`src/rtl/key_cmd_arbiter.sv`:
```
// Turns debounced left/right key levels into press and auto-repeat move commands.
// Both keys share one valid/ready command channel, with round-robin between them.
module key_cmd_arbiter #(
  parameter int HOLD_CYC   = 25_000_000,
  parameter int REPEAT_CYC = 10_000_000,
  parameter int CNT_W      = 32
) (
  input  logic       clk_50m,
  input  logic       rst,
  input  logic       left_flag,
  input  logic       right_flag,
  input  logic       cmd_ready,
  output logic       cmd_valid,
  output logic       cmd_dir,
  output logic       cmd_rep,
  output logic [7:0] drop_cnt
);

  localparam logic [1:0] S_IDLE      = 2'd0;
  localparam logic [1:0] S_WAIT_HOLD = 2'd1;
  localparam logic [1:0] S_REPEAT    = 2'd2;

  localparam logic [CNT_W-1:0] HOLD_LAST   = CNT_W'(HOLD_CYC - 1);
  localparam logic [CNT_W-1:0] REPEAT_LAST = CNT_W'(REPEAT_CYC - 1);
  localparam logic [CNT_W-1:0] CNT_ONE     = CNT_W'(1);
  localparam logic [CNT_W-1:0] CNT_ZERO    = '0;

  // Index 0 is the left key, index 1 the right key throughout.
  logic [1:0]            w_flag;
  logic [1:0]            r_flag_d;
  logic [1:0][1:0]       r_state;
  logic [1:0][CNT_W-1:0] r_cnt;
  logic [1:0][1:0]       w_state_nx;
  logic [1:0][CNT_W-1:0] w_cnt_nx;
  logic [1:0]            w_press;
  logic [1:0]            w_ev;
  logic [1:0]            w_ev_rep;

  logic [1:0]            r_pend_v;
  logic [1:0]            r_pend_rep;
  logic                  r_rr;
  logic                  w_load;
  logic                  w_both;
  logic [1:0]            w_grant;
  logic [1:0]            w_drop;
  logic [1:0]            w_drop_sum;

  logic                  r_cmd_valid;
  logic                  r_cmd_dir;
  logic                  r_cmd_rep;
  logic [7:0]            r_drop_cnt;

  function automatic logic [7:0] sat_add8(input logic [7:0] a, input logic [1:0] b);
    logic [8:0] s;
    s = {1'b0, a} + {7'd0, b};
    return s[8] ? 8'hFF : s[7:0];
  endfunction

  assign w_flag  = {right_flag, left_flag};
  assign w_press = w_flag & ~r_flag_d;

  // Per-key press/hold/repeat sequencing
  always_comb begin
    for (int k = 0; k < 2; k++) begin
      w_ev[k]       = 1'b0;
      w_ev_rep[k]   = 1'b0;
      w_state_nx[k] = r_state[k];
      w_cnt_nx[k]   = r_cnt[k];
      case (r_state[k])
        S_IDLE: begin
          if (w_press[k]) begin
            w_ev[k]       = 1'b1;
            w_cnt_nx[k]   = CNT_ZERO;
            w_state_nx[k] = S_WAIT_HOLD;
          end
        end
        S_WAIT_HOLD: begin
          if (!w_flag[k]) begin
            w_cnt_nx[k]   = CNT_ZERO;
            w_state_nx[k] = S_IDLE;
          end else if (r_cnt[k] == HOLD_LAST) begin
            w_ev[k]       = 1'b1;
            w_ev_rep[k]   = 1'b1;
            w_cnt_nx[k]   = CNT_ZERO;
            w_state_nx[k] = S_REPEAT;
          end else begin
            w_cnt_nx[k]   = r_cnt[k] + CNT_ONE;
          end
        end
        S_REPEAT: begin
          if (!w_flag[k]) begin
            w_cnt_nx[k]   = CNT_ZERO;
            w_state_nx[k] = S_IDLE;
          end else if (r_cnt[k] == REPEAT_LAST) begin
            w_ev[k]       = 1'b1;
            w_ev_rep[k]   = 1'b1;
            w_cnt_nx[k]   = CNT_ZERO;
          end else begin
            w_cnt_nx[k]   = r_cnt[k] + CNT_ONE;
          end
        end
        default: begin
          w_cnt_nx[k]   = CNT_ZERO;
          w_state_nx[k] = S_IDLE;
        end
      endcase
    end
  end

  // The output slot may take a new command when empty or when it is being consumed.
  assign w_load = ~r_cmd_valid | cmd_ready;
  assign w_both = &r_pend_v;

  always_comb begin
    w_grant = 2'b00;
    if (w_load) begin
      if (w_both) w_grant = r_rr ? 2'b10 : 2'b01;
      else        w_grant = r_pend_v;
    end
  end

  // A slot being granted this cycle can absorb a new event without loss.
  assign w_drop     = w_ev & r_pend_v & ~w_grant;
  assign w_drop_sum = {1'b0, w_drop[0]} + {1'b0, w_drop[1]};

  always_ff @(posedge clk_50m) begin
    if (rst) begin
      r_flag_d    <= 2'b00;
      r_state     <= {S_IDLE, S_IDLE};
      r_cnt       <= '0;
      r_pend_v    <= 2'b00;
      r_pend_rep  <= 2'b00;
      r_rr        <= 1'b0;
      r_cmd_valid <= 1'b0;
      r_cmd_dir   <= 1'b0;
      r_cmd_rep   <= 1'b0;
      r_drop_cnt  <= 8'd0;
    end else begin
      r_flag_d <= w_flag;
      r_state  <= w_state_nx;
      r_cnt    <= w_cnt_nx;
      for (int k = 0; k < 2; k++) begin
        if (w_ev[k] && !w_drop[k]) begin
          r_pend_v[k]   <= 1'b1;
          r_pend_rep[k] <= w_ev_rep[k];
        end else if (w_grant[k]) begin
          r_pend_v[k]   <= 1'b0;
        end
      end
      if (w_load) begin
        r_cmd_valid <= |w_grant;
        if (|w_grant) begin
          r_cmd_dir <= w_grant[1];
          r_cmd_rep <= r_pend_rep[w_grant[1]];
        end
      end
      if (w_load && w_both) r_rr <= ~r_rr;
      r_drop_cnt <= sat_add8(r_drop_cnt, w_drop_sum);
    end
  end

  assign cmd_valid = r_cmd_valid;
  assign cmd_dir   = r_cmd_dir;
  assign cmd_rep   = r_cmd_rep;
  assign drop_cnt  = r_drop_cnt;

endmodule

```
`config.mk`:
```
export PLATFORM = sky130hd
export DESIGN_NAME = key_cmd_arbiter
export DESIGN_NICKNAME = d
export VERILOG_FILES = /design/src/rtl/key_cmd_arbiter.sv
export SDC_FILE = /design/constraint.sdc
export NUM_CORES = 1
export LEC_CHECK = 0
export ABC_CLOCK_PERIOD_IN_PS = 4300
export BUFFER_PORTS_ARGS = -buffer_cell sky130_fd_sc_hd__buf_4
export CORE_ASPECT_RATIO = 0.9
export CORE_MARGIN = 5
export CORE_UTILIZATION = 40
export CTS_CLUSTER_SIZE = 12
export DETAILED_ROUTE_END_ITERATION = 10
export HOLD_SLACK_MARGIN = 0.12
export PLACE_DENSITY = 0.54
export REMOVE_ABC_BUFFERS = 1
export SLEW_MARGIN = 20
export SYNTH_ARGS = -nofsm -noshare
export SYNTH_HDL_FRONTEND = slang
export SYNTH_SLANG_ARGS = --single-unit
```
`constraint.sdc`:
```
create_clock -name clk_50m -period 4.3 [get_ports clk_50m]
set_clock_uncertainty 0.1 [all_clocks]
set_input_delay 0.215 -clock clk_50m [delete_from_list [all_inputs] [get_ports clk_50m]]
set_output_delay 0.215 -clock clk_50m [all_outputs]
set_load 0.02 [all_outputs]
```
# ---- Word level (Yosys, flattened, before mapping)
# Index checks and enable logic that the tools add are counted.
# Widths: inputs -> output; s select.
dict set report totals {
  reg_bits 86
  latch_bits 0
  ramBits 0
  mem_bits_ro 0
  input_bits 5
  output_inout_bits 11
  wordCells 101
  n_memories 0
}
dict set report op_classes {
  add_sub_neg 4
  n_mul 0
  div 0
  magnitude_cmp 1
  eq_ne 14
  shifts 0
  n_mux 46
  n_bitwise 8
  reduce_logical 14
}
# operator count
set ops {}
lappend ops {{$mux 32} 10}
lappend ops {{$pmux 32 s3} 2}
lappend ops {{$add 32x1->32 const B} 2}
lappend ops {{$eq 32x24->1 const B} 2}
lappend ops {{$eq 32x25->1 const B} 2}
lappend ops {{$mux 2} 11}
lappend ops {{$mux 1} 16}
lappend ops {{$pmux 2 s3} 2}
lappend ops {{$add 8x2->9} 1}
lappend ops {{$mux 8} 1}
lappend ops {{$ne 2x2->1 const B} 4}
lappend ops {{$and 2x2->2} 3}
lappend ops {{$ne 3x3->1 const B} 2}
lappend ops {{$pmux 1 s3} 2}
lappend ops {{$reduce_and 3->1} 2}
lappend ops {{$eq 2x1->1 const B} 2}
lappend ops {{$eq 2x2->1 const B} 2}
lappend ops {{$logic_not 2->1} 2}
lappend ops {{$not 2->2} 2}
lappend ops {{$pmux 1 s2} 2}
lappend ops {{$reduce_and 2->1} 2}
lappend ops {{$reduce_bool 2->1} 2}
lappend ops {{$logic_and 1x1->1} 3}
lappend ops {{$add 1x1->2} 1}
lappend ops {{other kinds (5)} 7}

# ---- Logic depth before layout (Yosys ltp)
dict set report logic_depth {
  depth_word 9
  mapped_depth 13
  mapped_depth_nobuf 13
}

# ---- Least setup slack after synthesis
# OpenSTA, ideal clock, no wires.
dict set report synth_timing {
  path_type {register -> register}
  startpoint {reg r_cnt[9] (netlist name)}
  endpoint {reg r_drop_cnt[0] (netlist: drop_cnt[0])}
  arrival_time_ps 3157
  path_slack_ps 973
  stages_incl_launch_ff 12
  n_path_buf 1
  cell_sequence {dfxtp_1 -> buf_2 -> or4b_1 -> nor4_4 -> a221oi_1 -> or4b_4 -> nor2_1 -> fa_1 -> and3_1 -> and4_1 -> nand3_1 -> a21oi_1}
}
dict set report synth_between {
  elab_chain_len 9
}
# element line_no
set synth_rtl {}
lappend synth_rtl {{start, declared} 32} ;# logic [1:0][CNT_W-1:0] r_cnt;
lappend synth_rtl {{start signal, assigned} 141} ;# r_cnt <= w_cnt_nx;
lappend synth_rtl {{$eq 32x24->1 or $eq 32x25->1 (tied branches)} {94, 81}}
lappend synth_rtl {{$mux 1, on equally long branches} {94, 81}}
lappend synth_rtl {{$mux 1, on equally long branches} {91, 78}}
lappend synth_rtl {{$pmux 1 s3 *} 69} ;# case (r_state[k])
lappend synth_rtl {{$and 2x2->2 * (2 in a row)} 123} ;# assign w_drop = w_ev & r_pend_v & ~w_grant;
lappend synth_rtl {{$add 1x1->2 *} 124} ;# assign w_drop_sum = {1'b0, w_drop[0]} + {1'b0, w_drop[1]};
lappend synth_rtl {{$add 8x2->9 *} 55} ;# s = {1'b0, a} + {7'd0, b};
lappend synth_rtl {{$mux 8 *} 56} ;# return s[8] ? 8'hFF : s[7:0];
lappend synth_rtl {{end signal, assigned} 158} ;# r_drop_cnt <= sat_add8(r_drop_cnt, w_drop_sum);
lappend synth_rtl {{end, declared} 51} ;# logic [7:0] r_drop_cnt;
# Mark *: on every way between the ends. The rest lies on a longest branch, timed or not.
# A chain may end at the register's enable or synchronous reset.

# ---- Final worst setup path
dict set report layout_timing {
  startpoint {reg r_cnt[46] (netlist name)}
  endpoint {reg r_drop_cnt[0] (netlist: drop_cnt[0])}
}
# The elaborated chain is that of the path after synthesis.

==> metrics.md <==
| Metric | Value |
|---|---|
| CP cell instances | or4b_1, or4_1, nor3_1, nor2_1, o21ai_0, nor3b_1, fa_1, and3_1, and4_1, nand3_1, a21oi_1 |
| Met2 Wirelength | 3980 um |
| CORE AREA | 0.0109 mm^2 |
| Vias in the first global route | 3543 |
| Avg Synthesized Cell Area | 8.43 um^2 |
| Per-cell routed wire length | 13.9 um |
| Port-buffer cells | 15 |
| Top_reg_cell synth | dfxtp_1 |
| Run status | complete, no violations |
| # rows | 36 |
| Fin worst setup slack | 0.546 ns |
| DRT antenna net count | 0 |
| Die Height | 111 um |
| Startpoint types | flop |
| Layout area overhead | 11.8% |
| Worst EP required | 4.46 ns |
| LEAKAGE | 1.58 nW |
| Gate Count Post-Synth | 534 |
| Routed wire length on met3 | 289 um |
| CTS tree | yes |
| Maximum buffer depth of the clock tree | 2 |
| Initial antenna violation count | 0 |
| Count of final hold-check violations | 0 |
| Sequential share of the synthesized area | 0.383 |
| First-pass iteration count of the detailed router | 4 |
| Distinct cells, synth | 65 |
| Max incr delay on CP | 0.55 ns |
| WP buf/inv | 0 |
| Area leader, netlist | dfxtp_1 |
| Initial Utilization | 0.413 |
| Worst Hold Depth | 3 |
| Crit-path slowest cell | or4_1 |
| WS Path Type | flop to flop |
| Post-detail-place hpwl | 6860 um |
| Worst slew margin | 0.415 |
| Clock H-tree levels | 3 |
| Max Clk Rate | 266 MHz |
| Maxcap violations | 0 |
| Overall die area | 0.0135 mm^2 |
| Clock-pin slew on the worst setup and hold paths | 0.06 ns |
| Worst-margin pin slew | 0.875 ns |
| Clock buffer count from CTS | 9 |
| # fillers | 1083 |
| Worst path top cell family by delay | simple AND/OR/NAND/NOR gates |
| Nets | 561 |
| Clk root buf | clkbuf_16 |
| Post-route clock period utilization | 0.873 |
| Crit path max fanout | 7 |
| GP Congestion | 0.779 |
| Dpl ws | 0.583 ns |
| Critical Path AT | 3.91 ns |
| Wl on met1 | 5340 um |
| Count leader, synth | dfxtp_1 |
| CP Capture Type | flop |
| GRT Total Usage | 0.153 |
| Clock Latency Late Sink | 0.33 ns |
| Synth cell count leaders | dfxtp_1, nor2_1, nand2_1 |
| Vias | 3680 |
| RSZ-0062 raised after global routing | no |
| Stages on worst setup path | 11 |
| Top post-synthesis cells by area | dfxtp_1, xnor2_1, nor2_1, nand2_1, xor2_1 |
| Ant diodes | 0 |
| Power per cell area | 344 mW/mm^2 |
| Setup TNS | 0 ns |
| Yosys reg bits | 86 |
| Post-synth ARST share | 0 |
| 1st-iter DRT viols | 329 |
| Post-synth EDFFs | 0 |
| Crit path time final | 3.75 ns |
| Boundary Pins | 16 |
| DR top layer | met4 |
| Synth Cell Area | 0.00450 mm^2 |
| Clock sink count | 86 |
| Final Setup Violations | 0 |
| Maximum number of pins on one net before global-route repair | 43 |
| Vias per cell | 5.25 |
| First-pass GRT wire length | 17200 um |
| Die Wd | 122 um |
| Post-Route WL | 9720 um |
| Hold Crit Class | input port to flop |
| Share of cells above drive strength 1 | 0.107 |
| Yosys synthesis warning count | 0 |
| Max rail drop VDD | 0.200 mV |
| Max-slew violations | 0 |
| DRC viols | 0 |
| Grt total ovfl | 0 |
| Worst r2r path cells | 11 |
| Share of the synthesized area in the top cell type | 0.383 |
[logic make-up after synthesis]
family                     synth area share
AOI/OAI and AO/OA                     0.100
xor gates and xnor gates              0.107
adders and majority gates            0.0322
buffers and inverters                0.0389
DFF                                   0.383
muxes                               0.00445
and+or+nand+nor                       0.335
[metal layers]
metal  vias up  track usage
li1       1888            -
met1      1747        0.225
met2        37        0.222
met3         8       0.0343
met4         0       0.0471
met5         -            0
[area by class of cell]
cell class	instances	area, um^2	share of cell area
clock buffers	11	233	0.0462
inverters	19	71.3	0.0142
well taps	152	190	0.0378
clock inverters	4	72.6	0.0144
flip-flops and latches	86	1720	0.342
repair buffers	18	140	0.0278
multi-input cells	411	2600	0.517
[stage by stage]
step / instances / power [mW] / instance area (um^2) / hold slack, ns / utilization
after floorplan: 516 / 0.898 / 4400 / 0.184 / -
after global placement: 684 / 0.935 / 4710 / 0.346 / 0.432
after detailed placement: 684 / 0.935 / 4710 / 0.354 / 0.432
after CTS: 701 / 1.76 / 5030 / 0.182 / 0.462
after global routing: 701 / 1.80 / 5030 / 0.231 / 0.462
final: 701 / 1.73 / 5030 / 0.195 / 0.462
[worst min-delay path: stages]
cell and delay [ns]:
buf_4 0.07, nand2b_1 0.20, a21oi_1 0.09
[registers in the layout (all words and copies together) (netlist names)]
register,count
drop_cnt,8
cmd_dir,1
r_flag_d,2
r_cnt,64
r_pend_rep,2
cmd_rep,1
r_pend_v,2
cmd_valid,1
r_state,4
r_rr,1
[where the power goes]
part           leakage (nW)  switching (mW)  internal, mW
combinational         0.738          0.0724        0.0340
sequential            0.694         0.00644         0.804
clock                 0.146           0.307         0.505
[path summary, 6_finish.rpt]
path	end	from	slack, ns
setup / recovery	drop_cnt[0]$_SDFF_PP0_	r_cnt[46]$_SDFFE_PP0P_	0.55
hold / removal	cmd_valid$_SDFFE_PP0P_	cmd_ready	0.20
setup reg to reg	drop_cnt[0]$_SDFF_PP0_	r_cnt[46]$_SDFFE_PP0P_	0.55
hold reg to reg	cmd_dir$_SDFFE_PP0P_	cmd_dir$_SDFFE_PP0P_	0.36
[placed cells by master (no fill, tap or decap), types with 7 or more instances in the layout]
cell type	n
a21oi_1	23
buf_4	16
clkbuf_16	9
dfxtp_1	86
ha_1	10
inv_1	19
nand2_1	55
nand3_1	29
nand4_1	17
nor2_1	75
nor2_2	10
nor3_1	13
nor4_1	9
o21ai_0	10
or4_1	7
xnor2_1	36
xor2_1	19
[timing repair]
item / 4_1_cts / 5_1_grt
endpoints found under the setup margin: 0 / 0
hold buffers: 2 / 0
gates resized for setup: 0 / 0
setup buffers: 0 / 0
endpoints found under the hold margin: 2 / 0
No activity file was read; power rests on OpenSTA's default activity.
